[src/rtl/split_pkg.sv]
// split_pkg: shared types and helpers for split_result_collector.
//   idx_w()     : width of a constraint index for a given constraint count
//   red_t       : reduced result {sat, fail_idx, fail_cnt}, sized for the
//                 largest supported constraint count (64)
//   CNT_SAT_ALL : all-ones saturation pattern, sliced to the counter width
package split_pkg;

  localparam int MAX_CONS  = 64;
  localparam int MAX_IDX_W = $clog2(MAX_CONS);
  localparam int MAX_CNT_W = 64;

  // Counters stop here instead of wrapping; users take the low CNT_W bits.
  localparam logic [MAX_CNT_W-1:0] CNT_SAT_ALL = '1;

  function automatic int idx_w(input int num_cons);
    return (num_cons > 1) ? $clog2(num_cons) : 1;
  endfunction

  typedef struct packed {
    logic                 sat;
    logic [MAX_IDX_W-1:0] fail_idx;
    logic [MAX_IDX_W:0]   fail_cnt;
  } red_t;

endpackage

[src/rtl/split_cons_reduce.sv]
// split_cons_reduce: combinational reduction of one candidate's constraint bits.
//   i_cons : constraint results, bit i = constraint i satisfied
//   o_red  : sat = all bits set, fail_idx = lowest clear bit (0 if none),
//            fail_cnt = number of clear bits
module split_cons_reduce
  import split_pkg::*;
#(
  parameter int NUM_CONS = 16
) (
  input  logic [NUM_CONS-1:0] i_cons,
  output red_t                o_red
);

  localparam int CW = MAX_IDX_W + 1;

  always_comb begin
    // NOTE: every field gets a default first so no path leaves a latch behind.
    o_red     = '0;
    o_red.sat = &i_cons;
    // Scan from MSB down: the last failing bit written is the lowest one,
    // which gives the LSB-first priority without a separate found flag.
    for (int i = NUM_CONS - 1; i >= 0; i--) begin
      if (!i_cons[i]) begin
        o_red.fail_idx = MAX_IDX_W'(i);
      end
    end
    for (int i = 0; i < NUM_CONS; i++) begin
      o_red.fail_cnt = o_red.fail_cnt + CW'(!i_cons[i]);
    end
  end

endmodule

[src/rtl/split_result_collector.sv]
// split_result_collector: gathers per-candidate constraint bits from the split
// blocks and reduces them through a 2-stage valid/ready pipeline.
//   in_valid/in_ready/in_cons/in_tag     : candidate input handshake
//   out_valid/out_ready/out_tag/out_sat/out_fail_idx/out_fail_cnt : result
//   clr                                  : synchronous clear of statistics
//   pass_cnt/total_cnt                   : saturating result statistics
// Optional: define SPLIT_COLLECT_MASK_EN to add in_mask; a masked bit is
// treated as satisfied.
module split_result_collector
  import split_pkg::*;
#(
  parameter  int NUM_CONS = 16,
  parameter  int TAG_W    = 8,
  parameter  int CNT_W    = 32,
  localparam int IDX_W    = idx_w(NUM_CONS)
) (
  input  logic                clk,
  input  logic                rst_n,
  input  logic                in_valid,
  output logic                in_ready,
  input  logic [NUM_CONS-1:0] in_cons,
`ifdef SPLIT_COLLECT_MASK_EN
  input  logic [NUM_CONS-1:0] in_mask,
`endif
  input  logic [TAG_W-1:0]    in_tag,
  output logic                out_valid,
  input  logic                out_ready,
  output logic [TAG_W-1:0]    out_tag,
  output logic                out_sat,
  output logic [IDX_W-1:0]    out_fail_idx,
  output logic [IDX_W:0]      out_fail_cnt,
  input  logic                clr,
  output logic [CNT_W-1:0]    pass_cnt,
  output logic [CNT_W-1:0]    total_cnt
);

  localparam logic [CNT_W-1:0] CNT_MAX = CNT_SAT_ALL[CNT_W-1:0];

  logic                r_s1_valid;
  logic [NUM_CONS-1:0] r_s1_cons;
  logic [TAG_W-1:0]    r_s1_tag;

  logic                r_out_valid;
  logic [TAG_W-1:0]    r_out_tag;
  logic                r_out_sat;
  logic [IDX_W-1:0]    r_out_fail_idx;
  logic [IDX_W:0]      r_out_fail_cnt;

  logic [CNT_W-1:0]    r_pass_cnt;
  logic [CNT_W-1:0]    r_total_cnt;

  logic                w_in_ready;
  logic                w_in_hs;
  logic                w_s2_load;
  logic                w_out_hs;
  logic [NUM_CONS-1:0] w_in_cons_eff;
  red_t                w_red;
  logic                w_red_unused;

`ifdef SPLIT_COLLECT_MASK_EN
  // Folding the mask in at capture time makes masked bits look satisfied.
  assign w_in_cons_eff = in_cons | in_mask;
`else
  assign w_in_cons_eff = in_cons;
`endif

  // Stage 1 can take a new candidate if it is empty, or if it will drain into
  // stage 2 this cycle. Depends only on state and out_ready, never in_valid.
  assign w_in_ready = !r_s1_valid || !r_out_valid || out_ready;
  assign w_in_hs    = in_valid && w_in_ready;
  assign w_s2_load  = r_s1_valid && (!r_out_valid || out_ready);
  assign w_out_hs   = r_out_valid && out_ready;

  // NOTE: sequential state uses non-blocking assignments so every register
  // samples pre-edge values regardless of block ordering.
  always_ff @(posedge clk or negedge rst_n) begin
    if (!rst_n) begin
      r_s1_valid <= 1'b0;
    end else if (w_in_hs) begin
      r_s1_valid <= 1'b1;
    end else if (w_s2_load) begin
      r_s1_valid <= 1'b0;
    end
  end

  // NOTE: stage-1 payload needs no reset; it is only consumed under
  // r_s1_valid, which is reset.
  always_ff @(posedge clk) begin
    if (w_in_hs) begin
      r_s1_cons <= w_in_cons_eff;
      r_s1_tag  <= in_tag;
    end
  end

  split_cons_reduce #(
    .NUM_CONS (NUM_CONS)
  ) u_reduce (
    .i_cons (r_s1_cons),
    .o_red  (w_red)
  );

  // Bits above IDX_W are always zero for this NUM_CONS.
  assign w_red_unused = (|(w_red.fail_idx >> IDX_W)) || (|(w_red.fail_cnt >> (IDX_W + 1)));

  always_ff @(posedge clk or negedge rst_n) begin
    if (!rst_n) begin
      r_out_valid    <= 1'b0;
      r_out_tag      <= '0;
      r_out_sat      <= 1'b0;
      r_out_fail_idx <= '0;
      r_out_fail_cnt <= '0;
    end else if (w_s2_load) begin
      r_out_valid    <= 1'b1;
      r_out_tag      <= r_s1_tag;
      r_out_sat      <= w_red.sat;
      r_out_fail_idx <= w_red.fail_idx[IDX_W-1:0];
      r_out_fail_cnt <= w_red.fail_cnt[IDX_W:0];
    end else if (out_ready) begin
      r_out_valid    <= 1'b0;
    end
  end

  // clr wins over a coincident handshake: that result is not counted.
  always_ff @(posedge clk or negedge rst_n) begin
    if (!rst_n) begin
      r_pass_cnt  <= '0;
      r_total_cnt <= '0;
    end else if (clr) begin
      r_pass_cnt  <= '0;
      r_total_cnt <= '0;
    end else if (w_out_hs) begin
      if (r_total_cnt != CNT_MAX) begin
        r_total_cnt <= r_total_cnt + CNT_W'(1);
      end
      if (r_out_sat && (r_pass_cnt != CNT_MAX)) begin
        r_pass_cnt <= r_pass_cnt + CNT_W'(1);
      end
    end
  end

  assign in_ready     = w_in_ready;
  assign out_valid    = r_out_valid;
  assign out_tag      = r_out_tag;
  assign out_sat      = r_out_sat;
  assign out_fail_idx = r_out_fail_idx;
  assign out_fail_cnt = r_out_fail_cnt;
  assign pass_cnt     = r_pass_cnt;
  assign total_cnt    = r_total_cnt;

endmodule

[config.mk]
export PLATFORM = sky130hd
export DESIGN_NAME = split_result_collector
export DESIGN_NICKNAME = d
export VERILOG_FILES = /design/src/rtl/split_pkg.sv /design/src/rtl/split_cons_reduce.sv /design/src/rtl/split_result_collector.sv
export SDC_FILE = /design/constraint.sdc
export NUM_CORES = 1
export LEC_CHECK = 0
export BUFFER_PORTS_ARGS = -buffer_cell sky130_fd_sc_hd__clkbuf_2
export CAP_MARGIN = 0
export CORE_MARGIN = 1
export CORE_UTILIZATION = 39
export CTS_BUF_LIST = sky130_fd_sc_hd__clkbuf_16
export DETAILED_ROUTE_END_ITERATION = 7
export GPL_TIMING_DRIVEN = 0
export SLEW_MARGIN = 20
export SYNTH_ARGS = -nofsm -noshare
export SYNTH_HDL_FRONTEND = slang
export SYNTH_HIERARCHICAL = 1
export SYNTH_SLANG_ARGS = --single-unit
[constraint.sdc]
create_clock -name clk -period 3.8 [get_ports clk]
set_clock_uncertainty 0.05 [all_clocks]
set_input_delay 0.76 -clock clk [delete_from_list [all_inputs] [get_ports clk]]
set_output_delay 0.76 -clock clk [all_outputs]
set_load 0.02 [all_outputs]
==> flow_summary.ini, run 1 <==
[layout]
antenna_cells = 0
fin_area_um2 = 6780
drive_gt1_frac = 0.289
utilization = 0.485
num-fill-cells = 1337
nNetsFinal = 698
syn_to_final_growth_pct = 20.0
multi_input_area_um2 = 2620
ff_latch_area_um2 = 2820

[clock_network]
hold_buffers = 0
cts.clk_slew.worst_paths_ns = 0.07
root_buffer = clkbuf_16
clk_latency_ns = 0.36
cts_buffers = 9
cts.sinks = 108
htreeDepth = 3
clk_path_buf_depth = 2
cts_tree = yes

[floorplanning]
dieArea_um2 = 15000
die_height_um = 122
num_io_pins = 113
initial_core_util = 0.404
die_x_um = 122
fp-row-count = 43
coreArea_um2 = 14000

[sta]
setup_tns_ns = 0
slew_violations = 0
hold_violations = 0
whs_ns = 0.400
max_slew_margin = 0.546
layout_min_cycle_time_ns = 3.67
rsz0062_at_grt = yes
setup_viol = 0
worstMarginPinSlew_ns = 0.681
worst_slack_ns = 0.126
fin_crit_sh = 0.967
fmax_ghz = 0.272

[flow_run]
drv_cap = 0

[setup_path]
crit_path_start_kind = register
required_ns = 3.99
arrival_ns = 3.87
critical_path_class = register to register
cp-end-kind = register
crit_fanout = 4

[global_route]
grt_pass1_wl_um = 21500
grt_pass1_vias = 4335
overflow = 0
antenna_found_initial = 0
grt_usage = 0.185
grt_max_degree = 85

[logic_synthesis]
syn_inst = 526
syn_area_per_cell_um2 = 10.8
synth_area_um2 = 5660
syn_nets = 572
ys_warn_count = 6

[drt]
drt-total-wl_um = 13400
drc = 0
drt_iter0_drc = 251
ant_nets = 0
viasPerCell = 5.60
dr.pass1.iters = 5
wl_per_cell_um = 16.0
dr_total_vias = 4687

[run_status]
status = finished clean

[placed_design]
gp_congestion = 0.814
port_buffers = 112
placed_area_um2 = 6450
dp_hpwl_um = 9730
pre_cts_ws_ns = -0.0486

[min_path]
min_path_type = input pin to async pin

[power]
vdd_drop_max_mv = 0.300
p_leak_nw = 2.88
powerDensity_nw_per_um2 = 405
## what timing repair did
| item | CTS | global route |
|---|---|---|
| setup buffers | 1 | 1 |
| pin swaps | 1 | 3 |
| endpoints found under the setup margin | 1 | 4 |
| gates resized for setup | 0 | 4 |
| cloned | 0 | 0 |
## registers in the layout (all words and copies together), names as in the netlist
signal / count
total_cnt: 32
r_s1_valid: 1
out_tag: 8
out_sat: 1
out_fail_idx: 4
pass_cnt: 32
r_s1_tag: 8
out_valid: 1
r_s1_cons: 16
out_fail_cnt: 5
## metrics by stage
| stage | cells | power (W) |
|---|---|---|
| 3_3_place_gp | 818 | 0.00179 |
| 3_5_place_dp | 818 | 0.00180 |
| 6_report | 837 | 0.00275 |
| 5_1_grt | 837 | 0.00289 |
| 4_1_cts | 835 | 0.00276 |
| 2_1_floorplan | 526 | 0.00164 |
## final timing paths
kind	depth (start not counted)	startpoint	slack, ns	to
worst max-delay path	10	r_s1_cons[2]	0.13	out_fail_cnt[1]
worst min-delay path	1	rst_n	0.40	pass_cnt[21]
worst max register to register	10	r_s1_cons[2]	0.13	out_fail_cnt[1]
worst min register to register	1	r_s1_tag[3]	0.43	out_tag[3]
max in group asynchronous	1	rst_n	2.83	out_valid
min in group clk	1	r_s1_tag[3]	0.43	out_tag[3]
## metal layers
layer  vias up  GRT usage  wire (µm)
met2       118      0.294       6370
li1       2233          -          -
met1      2324      0.247       6120
met3        12     0.0423        736
met5         -          0          0
met4         0     0.0633        172
## cell usage in the layout (no fill, tap or decap), types with 4 or more instances in the layout
cell type and instances:
and3_1 9, nor3_1 6, nand4_1 20, buf_4 5
clkbuf_16 9, nor2_1 16, mux2_2 22, nand2b_1 5
xnor2_1 5, nand2_1 26, inv_1 25, o21ai_0 37
dfrtp_1 84, fa_1 8, and4_1 5, ha_1 6
nor4_1 4, nand3_1 24, or4_1 16, a21oi_1 54
clkbuf_2 111, o31ai_1 17, edfxtp_1 24, or3_1 35
xor2_1 4, clkbuf_1 12, nor2b_1 6, and2_1 4
## critical path, stage by stage, from the launching register on
cell      delay (ns)
edfxtp_1        0.45
fa_1            0.53
inv_1           0.05
fa_2            0.53
fa_1            0.43
fa_1            0.50
ha_2            0.18
inv_1           0.05
fa_2            0.51
inv_1           0.03
mux2_2          0.25
## where the power goes
part	switching [W]	total, W	leakage (nW)	internal, W
sequential	0.0000384	0.00129	1.37	0.00125
clock	0.000436	0.000945	0.143	0.000509
combinational	0.000283	0.000510	1.37	0.000226
## final cells by class
class                           count  share of cell area
Inverter                           25              0.0138
Timing Repair Buffer              115              0.0883
Clock inverter                      7             0.00996
Buffer                             21              0.0186
Tap cell                          180              0.0332
Multi-Input combinational cell    372               0.387
Sequential cell                   108               0.416
Clock buffer                        9              0.0332
(Power assumes the default switching activity.)
==> run 2: changes to the inputs <==
Settings changed: CELL_PAD_IN_SITES_DETAIL_PLACEMENT from default to 0, CELL_PAD_IN_SITES_GLOBAL_PLACEMENT from default to 1, PLACE_DENSITY_LB_ADDON from default to 0.1.
==> flow_summary.ini, run 2 (synthesis gave the netlist of run 1 again) <==
[sta]
hold_violations = 0
setup_viol = 0
fin_crit_sh = 0.978
slew_violations = 0
rsz0062_at_grt = yes
fmax_ghz = 0.269
setup_tns_ns = 0
layout_min_cycle_time_ns = 3.72
max_slew_margin = 0.517
worstMarginPinSlew_ns = 0.725

[power]
vdd_drop_max_mv = 0.244
p_leak_nw = 2.87
powerDensity_nw_per_um2 = 402

[setup_path]
arrival_ns = 3.91
critical_path_class = register to register
crit_fanout = 2
reg2reg_from = r_s1_cons[0]
required_ns = 3.99
cp-end-kind = register
slowest_stage = fa_1
slowest_delay_ns = 0.55
r2r_end = out_fail_cnt[1]
r2r_slack_ns = 0.08
crit_path_start_kind = register
crit_chain = fa_1, inv_1, fa_2, fa_1, fa_1, ha_1, inv_1, fa_2, inv_1, mux2_2
rr_worst_depth = 10

[clock_network]
hold_buffers = 0
htreeDepth = 3
clk_latency_ns = 0.36
cts.clk_slew.worst_paths_ns = 0.07
cts_buffers = 9
cts_tree = yes
cts.sinks = 108
root_buffer = clkbuf_16
clk_path_buf_depth = 2

[global_route]
overflow = 0
grt_usage = 0.193
grt_max_degree = 85
grt_pass1_wl_um = 22400
grt_pass1_vias = 4460
antenna_found_initial = 0

[floorplanning]
die_x_um = 122
coreArea_um2 = 14000
initial_core_util = 0.404
die_height_um = 122
fp-row-count = 43
dieArea_um2 = 15000
num_io_pins = 113

[placed_design]
dpl.cell_count = 818
port_buffers = 112
gp_congestion = 0.854
dp_hpwl_um = 9710

[drt]
dr.pass1.iters = 4
ant_nets = 0
drt-total-wl_um = 13700
drc = 0
viasPerCell = 5.48
drt_iter0_drc = 273
dr_total_vias = 4580
wl_per_cell_um = 16.4

[layout]
stdcell_count = 836
drive_gt1_frac = 0.290
utilization = 0.483
syn_to_final_growth_pct = 19.5
num-fill-cells = 1357
nNetsFinal = 697
final_common_cell = clkbuf_2
antenna_cells = 0
final_cell_mix = 111 x clkbuf_2, 84 x dfrtp_1, 54 x a21oi_1, 37 x o21ai_0, 35 x or3_1

[flow_run]
drv_cap = 0

[min_path]
min_path_type = input pin to async pin

[run_status]
status = finished clean
-- run 2: how the worst max path moves through the flow --
stage / startpoint / end / slack, ns / depth (start not counted)
2_1_floorplan: r_s1_cons[0] / out_fail_cnt[3] / 0.14 / 12
3_3_place_gp: r_s1_cons[0] / out_fail_cnt[3] / -0.01 / 12
5_1_grt: r_s1_cons[0] / out_fail_cnt[3] / -0.02 / 12
3_5_place_dp: r_s1_cons[0] / out_fail_cnt[3] / -0.03 / 12
6_report: r_s1_cons[0] / out_fail_cnt[1] / 0.08 / 10
4_1_cts: r_s1_cons[0] / out_fail_cnt[3] / 0.008 / 12
-- run 2: what timing repair did --
item                                    CTS  global route
resized for setup                         0             3
pin swaps                                 0             3
endpoints found under the setup margin    1             2
setup buffers                             2             0
endpoints found under the hold margin     0             0
-- run 2: per-stage QoR --
step / area (µm²) / power (W) / setup slack, ns / hold slack (ns)
finish: 6760 / 0.00272 / 0.0836 / 0.390
CTS: 6750 / 0.00274 / 0.00846 / 0.433
global route: 6760 / 0.00287 / -0.0200 / 0.458
floorplan: 5660 / 0.00164 / 0.136 / 0.405
detailed placement: 6450 / 0.00182 / -0.0327 / 0.416
global placement: 6440 / 0.00180 / -0.0119 / 0.408
-- run 2: worst max-delay path, delay by kind of cell, from the launching register on --
kind | cells | cell delay (ns)
fa+ha+maj | 6 | 2.71
buf+inv | 3 | 0.17
flops | 1 | 0.43
mux | 1 | 0.25
-- run 2: metal layers --
metal  global-route usage  wire [µm]  up-vias
li1                     -          -     2228
met1                0.274       6760     2232
met2                0.296       6160      106
met3               0.0330        602       14
met4               0.0701        201        0
met5                    0          0        -
-- run 2: cell type report --
| type | count | area, µm² | share of cell area |
|---|---|---|---|
| flip-flops and latches | 108 | 2820 | 0.418 |
| multi-input cells | 372 | 2620 | 0.388 |
| repair buffers | 114 | 584 | 0.0865 |
| clock buffers | 9 | 225 | 0.0333 |
| well taps | 180 | 225 | 0.0333 |
| plain buffers | 21 | 126 | 0.0187 |
| inverters | 25 | 93.8 | 0.0139 |
| clock inverters | 7 | 57.6 | 0.00852 |
-- run 2: power breakdown --
group	internal (W)	switching, W
sequential	0.00125	0.0000388
clock	0.000458	0.000467
combinational	0.000219	0.000283
